### config.mk
export PLATFORM = sky130hd
export DESIGN_NAME = vc_input_buffer_flat
export DESIGN_NICKNAME = d
export VERILOG_FILES = /design/src/rtl/vc_input_buffer_if.sv /design/src/rtl/vc_input_buffer.sv /design/src/flat_wrapper.sv
export SDC_FILE = /design/constraint.sdc
export NUM_CORES = 1
export LEC_CHECK = 0
export ABC_AREA = 1
export ABC_CLOCK_PERIOD_IN_PS = 6400
export CAP_MARGIN = 20
export CORE_MARGIN = 2
export CORE_UTILIZATION = 50
export CTS_BUF_LIST = sky130_fd_sc_hd__clkbuf_8
export CTS_CLUSTER_SIZE = 28
export DETAILED_ROUTE_END_ITERATION = 8
export GPL_TIMING_DRIVEN = 0
export PLACE_DENSITY = 0.69
export SLEW_MARGIN = 20
export SYNTH_ARGS = -nofsm -noshare
export SYNTH_HDL_FRONTEND = slang
export SYNTH_SLANG_ARGS = --single-unit
### constraint.sdc
create_clock -name clk -period 6.4 [get_ports clk]
set_input_delay 1.28 -clock clk [delete_from_list [all_inputs] [get_ports clk]]
set_output_delay 1.28 -clock clk [all_outputs]
set_load 0.01 [all_outputs]
### src/rtl/vc_input_buffer_if.sv
// ============================================================================
// Module      : vc_input_buffer_if
// Description : Flit input, VC selection and dequeue/credit bundle of a
//               router input port.
// Revision    : 1.0
// ============================================================================
`default_nettype none

interface vc_input_buffer_if #(
    parameter int FLIT_W = 32
);
    logic              in_valid;
    logic              in_vc;
    logic [FLIT_W-1:0] in_flit;
    logic [1:0]        selected_vc;
    logic              out_ready;
    logic              vc0_valid;
    logic              vc1_valid;
    logic [FLIT_W-1:0] flit_out;
    logic              flit_out_valid;
    logic              flit_out_vc;
    logic [1:0]        credit_out;
    logic              overflow_err;

    modport master (
        output in_valid, in_vc, in_flit, selected_vc, out_ready,
        input  vc0_valid, vc1_valid, flit_out, flit_out_valid,
               flit_out_vc, credit_out, overflow_err
    );

    modport slave (
        input  in_valid, in_vc, in_flit, selected_vc, out_ready,
        output vc0_valid, vc1_valid, flit_out, flit_out_valid,
               flit_out_vc, credit_out, overflow_err
    );
endinterface

`default_nettype wire

### src/rtl/vc_input_buffer.sv
// ============================================================================
// Module      : vc_input_buffer
// Description : Two-VC input buffer with registered dequeue and per-VC credits.
// Revision    : 1.0
// ============================================================================
`default_nettype none

module vc_input_buffer #(
    parameter int FLIT_W = 32,
    parameter int DEPTH  = 4
) (
    input  logic              clk,
    input  logic              reset,
    vc_input_buffer_if.slave  bus
);
    localparam int PTR_W = $clog2(DEPTH);
    localparam int CNT_W = PTR_W + 1;

    logic              w_rd_ok;
    logic              w_rd_vc;
    logic [1:0]        w_rd_en;
    logic [1:0]        w_wr_req;
    logic [1:0]        w_wr_en;
    logic [1:0]        w_nonempty;
    logic [FLIT_W-1:0] w_head [2];

    logic [FLIT_W-1:0] flit_out_q;
    logic              flit_out_valid_q;
    logic              flit_out_vc_q;
    logic [1:0]        credit_out_q;
    logic              overflow_err_q;

    // Selection lags one cycle, so emptiness is judged on current occupancy.
    assign w_rd_ok = bus.out_ready && !bus.selected_vc[1];
    assign w_rd_vc = bus.selected_vc[0];

    for (genvar v = 0; v < 2; v++) begin : g_vc
        logic [FLIT_W-1:0] mem_q [DEPTH];
        logic [PTR_W-1:0]  wr_ptr_q;
        logic [PTR_W-1:0]  rd_ptr_q;
        logic [CNT_W-1:0]  cnt_q;
        logic [CNT_W-1:0]  cnt_d;
        logic              full;

        assign full          = (cnt_q == CNT_W'(DEPTH));
        assign w_nonempty[v] = (cnt_q != '0);
        assign w_wr_req[v]   = bus.in_valid && (bus.in_vc == 1'(v));
        assign w_rd_en[v]    = w_rd_ok && (w_rd_vc == 1'(v)) && w_nonempty[v];
        // A full VC still accepts a write when the same edge frees a slot.
        assign w_wr_en[v]    = w_wr_req[v] && (!full || w_rd_en[v]);
        assign cnt_d         = cnt_q + CNT_W'(w_wr_en[v]) - CNT_W'(w_rd_en[v]);
        assign w_head[v]     = mem_q[rd_ptr_q];

        always_ff @(posedge clk) begin
            if (w_wr_en[v]) begin
                mem_q[wr_ptr_q] <= bus.in_flit;
            end
        end

        always_ff @(posedge clk or posedge reset) begin
            if (reset) begin
                wr_ptr_q <= '0;
                rd_ptr_q <= '0;
                cnt_q    <= '0;
            end else begin
                if (w_wr_en[v]) begin
                    wr_ptr_q <= wr_ptr_q + PTR_W'(1);
                end
                if (w_rd_en[v]) begin
                    rd_ptr_q <= rd_ptr_q + PTR_W'(1);
                end
                cnt_q <= cnt_d;
            end
        end
    end

    always_ff @(posedge clk or posedge reset) begin
        if (reset) begin
            flit_out_q       <= '0;
            flit_out_valid_q <= 1'b0;
            flit_out_vc_q    <= 1'b0;
            credit_out_q     <= 2'b00;
            overflow_err_q   <= 1'b0;
        end else begin
            flit_out_valid_q <= |w_rd_en;
            credit_out_q     <= w_rd_en;
            if (|w_rd_en) begin
                flit_out_q    <= w_head[w_rd_vc];
                flit_out_vc_q <= w_rd_vc;
            end
            if (|(w_wr_req & ~w_wr_en)) begin
                overflow_err_q <= 1'b1;
            end
        end
    end

    assign bus.vc0_valid      = w_nonempty[0];
    assign bus.vc1_valid      = w_nonempty[1];
    assign bus.flit_out       = flit_out_q;
    assign bus.flit_out_valid = flit_out_valid_q;
    assign bus.flit_out_vc    = flit_out_vc_q;
    assign bus.credit_out     = credit_out_q;
    assign bus.overflow_err   = overflow_err_q;

endmodule

`default_nettype wire
### src/flat_wrapper.sv
// flat-port wrapper written by rule: the top's interface ports become plain ports
module vc_input_buffer_flat 
#(
    parameter int FLIT_W = 32,
    parameter int DEPTH  = 4
)
  (clk, reset, bus_in_valid, bus_in_vc, bus_in_flit, bus_selected_vc, bus_out_ready, bus_vc0_valid, bus_vc1_valid, bus_flit_out, bus_flit_out_valid, bus_flit_out_vc, bus_credit_out, bus_overflow_err);
  vc_input_buffer_if #(.FLIT_W(FLIT_W)) bus_i ();
  input  logic clk;
  input  logic reset;
  input wire logic [$bits(bus_i.in_valid)-1:0] bus_in_valid;
  input wire logic [$bits(bus_i.in_vc)-1:0] bus_in_vc;
  input wire logic [$bits(bus_i.in_flit)-1:0] bus_in_flit;
  input wire logic [$bits(bus_i.selected_vc)-1:0] bus_selected_vc;
  input wire logic [$bits(bus_i.out_ready)-1:0] bus_out_ready;
  output wire logic [$bits(bus_i.vc0_valid)-1:0] bus_vc0_valid;
  output wire logic [$bits(bus_i.vc1_valid)-1:0] bus_vc1_valid;
  output wire logic [$bits(bus_i.flit_out)-1:0] bus_flit_out;
  output wire logic [$bits(bus_i.flit_out_valid)-1:0] bus_flit_out_valid;
  output wire logic [$bits(bus_i.flit_out_vc)-1:0] bus_flit_out_vc;
  output wire logic [$bits(bus_i.credit_out)-1:0] bus_credit_out;
  output wire logic [$bits(bus_i.overflow_err)-1:0] bus_overflow_err;
  assign bus_i.in_valid = bus_in_valid;
  assign bus_i.in_vc = bus_in_vc;
  assign bus_i.in_flit = bus_in_flit;
  assign bus_i.selected_vc = bus_selected_vc;
  assign bus_i.out_ready = bus_out_ready;
  assign bus_vc0_valid = bus_i.vc0_valid;
  assign bus_vc1_valid = bus_i.vc1_valid;
  assign bus_flit_out = bus_i.flit_out;
  assign bus_flit_out_valid = bus_i.flit_out_valid;
  assign bus_flit_out_vc = bus_i.flit_out_vc;
  assign bus_credit_out = bus_i.credit_out;
  assign bus_overflow_err = bus_i.overflow_err;
  vc_input_buffer #(.FLIT_W(FLIT_W), .DEPTH(DEPTH)) u_core (.clk(clk), .reset(reset), .bus(bus_i));
endmodule
==> impl_metrics.yaml <==
outcome:
  status: "complete, no violations"
critical_path:
  max_stage_delay_ps: 450
  crit_path_end_kind: "flip-flop"
  ff2ff_setup_slack_ps: 3920
  cp_slowest_cell: "clkdlybuf4s50_1"
  critPathMaxFanout: 7
  critPathKind: "primary input to flip-flop"
  worstPathArrival_ps: 3600
  cp-start-kind: "primary input"
  crit_required_ps: 6860
  path_cells: "clkdlybuf4s50_1 -> inv_1 -> nand2_1 -> nor2_4 -> nand2_4 -> nand2_1 -> nand2_1 -> ha_1 -> inv_1 -> ha_1 -> inv_1 -> fa_1 -> xnor2_1"
logic_synthesis:
  synthCells: 1166
  synth_cell_type_count: 24
  synth_area_um2: 12800
  synth_area_leaders: "edfxtp_1 60%, nand2_1 12%, dfrtp_1 10%"
  synthesis.nets: 1219
  synth_top_cell_area_share_pct: 60.3
  postSynthRegisterBits: 307
  synth.avg_cell_area_um2: 10.9
  yosys_warnings: 0
  seq_area_frac_synth_pct: 70.3
  synth_top_area_cell: "edfxtp_1"
clock_tree:
  clock-sinks: 307
  path_clk_slew_ps: 60
  htreeDepth: 2
  cts_tree: "built"
  numCtsBuffers: 50
  clock_latency_ps: 570
  post_cts_buffers: 0
  cts-root-buf: "clkbuf_8"
  hold_buffers: 0
  cts_resized: 0
  clk_path_buf_depth: 3
flow_run:
  cap_viol_max_count: 0
floorplan:
  num_io_pins: 78
  die_w_um: 164
  dieArea_um2: 26800
  die_h_um: 164
  start_util_pct: 50.8
  core_area_um2: 25100
  core.rowCount: 58
timing:
  finClkSkew_ps: 18.0
  timing.max_slew.rel_slack_pct: 50.1
  setup_tns_ps: 0
  hold_viol: 0
  setup_viol_count_final: 0
  min_period_ps: 3150
  clock.fmax_mhz: 318
  min_period_over_period_pct: 49.2
  drv_slew: 0
  tightestPinTransition_ps: 748
  rsz0062_at_grt: "false"
  hold_ws_ps: 477
grt:
  grt_pass1_wl_um: 45600
  grt_max_degree: 29
  antenna_found_initial: 0
  grt-ovfl-total: 0
  grt.total_usage_pct: 23.0
  grt_pass1_vias: 8280
placed_design:
  gp_congestion: 0.766
  numPortBuffers: 76
  hpwl_um: 18700
detailed_routing:
  drtIter0Drc: 877
  routed_wl_um: 29800
  post_drt_wl_per_cell_um: 17.8
  post_drt_via_cell_ratio: 5.11
  ant_nets: 0
  vias: 8548
  drc: 0
  dr.pass1.iters: 6
power:
  leakagePower_nw: 6.51
  vdd_ir_drop_max_mv: 0.215
  power.density_nw_per_um2: 419
finish:
  layout_commonest_cell: "nand2_1"
  final_cell_mix: "401 x nand2_1, 256 x edfxtp_1, 198 x nand3_1, 173 x inv_1, 76 x clkdlybuf4s50_1"
  area_growth_pct: 19.2
  n_antenna_cell: 0
  layout-drive-gt1-share_pct: 9.83
  num-nets-final: 1356
hold_path:
  hold_path.class: "flip-flop to flip-flop"
worst max-delay path: cells and delay by family:
family	cells	cell delay, ps
fa+ha+maj	3	820
simple gates	5	770
buf+inv	4	580
xor+xnor	1	140
power breakdown:
part	total, W	switching, W	leakage [nW]	internal (W)
Clock	0.00165	0.000759	0.561	0.000887
Sequential	0.00263	0.000127	2.94	0.00250
Combinational	0.00210	0.00135	3.01	0.000754
per-stage QoR:
stage          instances  instance area, um^2  total power [W]  util [%]  setup WS (ps)
2_1_floorplan       1166                12800          0.00389         -           2700
3_3_place_gp        1572                13900          0.00465      55.5            951
3_5_place_dp        1581                14200          0.00476      56.7           2660
4_1_cts             1673                15200          0.00640      60.5           3270
5_1_grt             1673                15200          0.00675      60.5           3120
6_report            1673                15200          0.00637      60.5           3250
state kept, by name (all words and copies together) (netlist names):
| register | flops |
|---|---|
| u_core.bus.credit_out | 2 |
| u_core.bus.flit_out_valid | 1 |
| u_core.g_vc.mem_q | 256 |
| u_core.g_vc.wr_ptr_q | 4 |
| u_core.bus.flit_out_vc | 1 |
| u_core.g_vc.rd_ptr_q | 4 |
| u_core.bus.flit_out | 32 |
| u_core.g_vc.cnt_q | 6 |
| u_core.bus.overflow_err | 1 |
synthesized netlist by cell type:
| master | n |
|---|---|
| buf_2 | 31 |
| dfrtp_1 | 51 |
| nand2_4 | 2 |
| xnor2_1 | 3 |
| nor3_1 | 2 |
| nor2_2 | 1 |
| nor2_1 | 15 |
| xor2_1 | 4 |
| ha_1 | 12 |
| inv_1 | 157 |
| fa_1 | 2 |
| edfxtp_1 | 256 |
| nor2_4 | 1 |
| buf_4 | 3 |
| nand2_2 | 1 |
| nand3_1 | 198 |
| nand2_8 | 1 |
| nand2_1 | 401 |
| clkbuf_1 | 14 |
| inv_4 | 1 |
| buf_6 | 6 |
| buf_1 | 1 |
| inv_2 | 2 |
| nand3b_1 | 1 |
cells by family after synthesis:
| family | Yosys count | share of synthesized area [%] |
|---|---|---|
| AND/OR/NAND/NOR | 623 | 20.7 |
| flip-flops | 307 | 70.3 |
| buffers and inverters | 215 | 7.09 |
| adder cells (fa/ha/maj) | 14 | 1.49 |
| XOR/XNOR | 7 | 0.481 |
metal layers:
layer | part of all wire [%] | up-vias | GRT usage [%]
met5 | 0 | - | 0
met1 | 41 | 4053 | 30.8
met2 | 48 | 349 | 37.8
met4 | 3.1 | 0 | 9.45
li1 | - | 4080 | -
met3 | 7.6 | 66 | 3.41
area by class of cell:
| class | instances | area [um^2] |
|---|---|---|
| buffer | 55 | 302 |
| clock buffer | 53 | 729 |
| fill | 2025 | 9910 |
| sequential | 307 | 8960 |
| clock inverter | 39 | 239 |
| tap | 330 | 413 |
| inverter | 160 | 606 |
| timing repair buffer | 85 | 1000 |
| multi-input combinational | 644 | 2950 |
final timing paths:
check                                        start                      end  cells past startpoint
setup / recovery                bus_selected_vc[1]  u_core.g_vc[1].cnt_q[2]                     13
hold / removal             u_core.bus.flit_out[27]  u_core.bus.flit_out[27]                      2
setup reg to reg           u_core.g_vc[1].cnt_q[1]  u_core.g_vc[1].cnt_q[2]                     11
hold reg to reg            u_core.bus.flit_out[27]  u_core.bus.flit_out[27]                      2
max in group asynchronous                    reset  u_core.bus.flit_out[17]                      3
min in group asynchronous                    reset  u_core.bus.flit_out[25]                      2
Note: power is estimated with default switching activity, not from simulation.
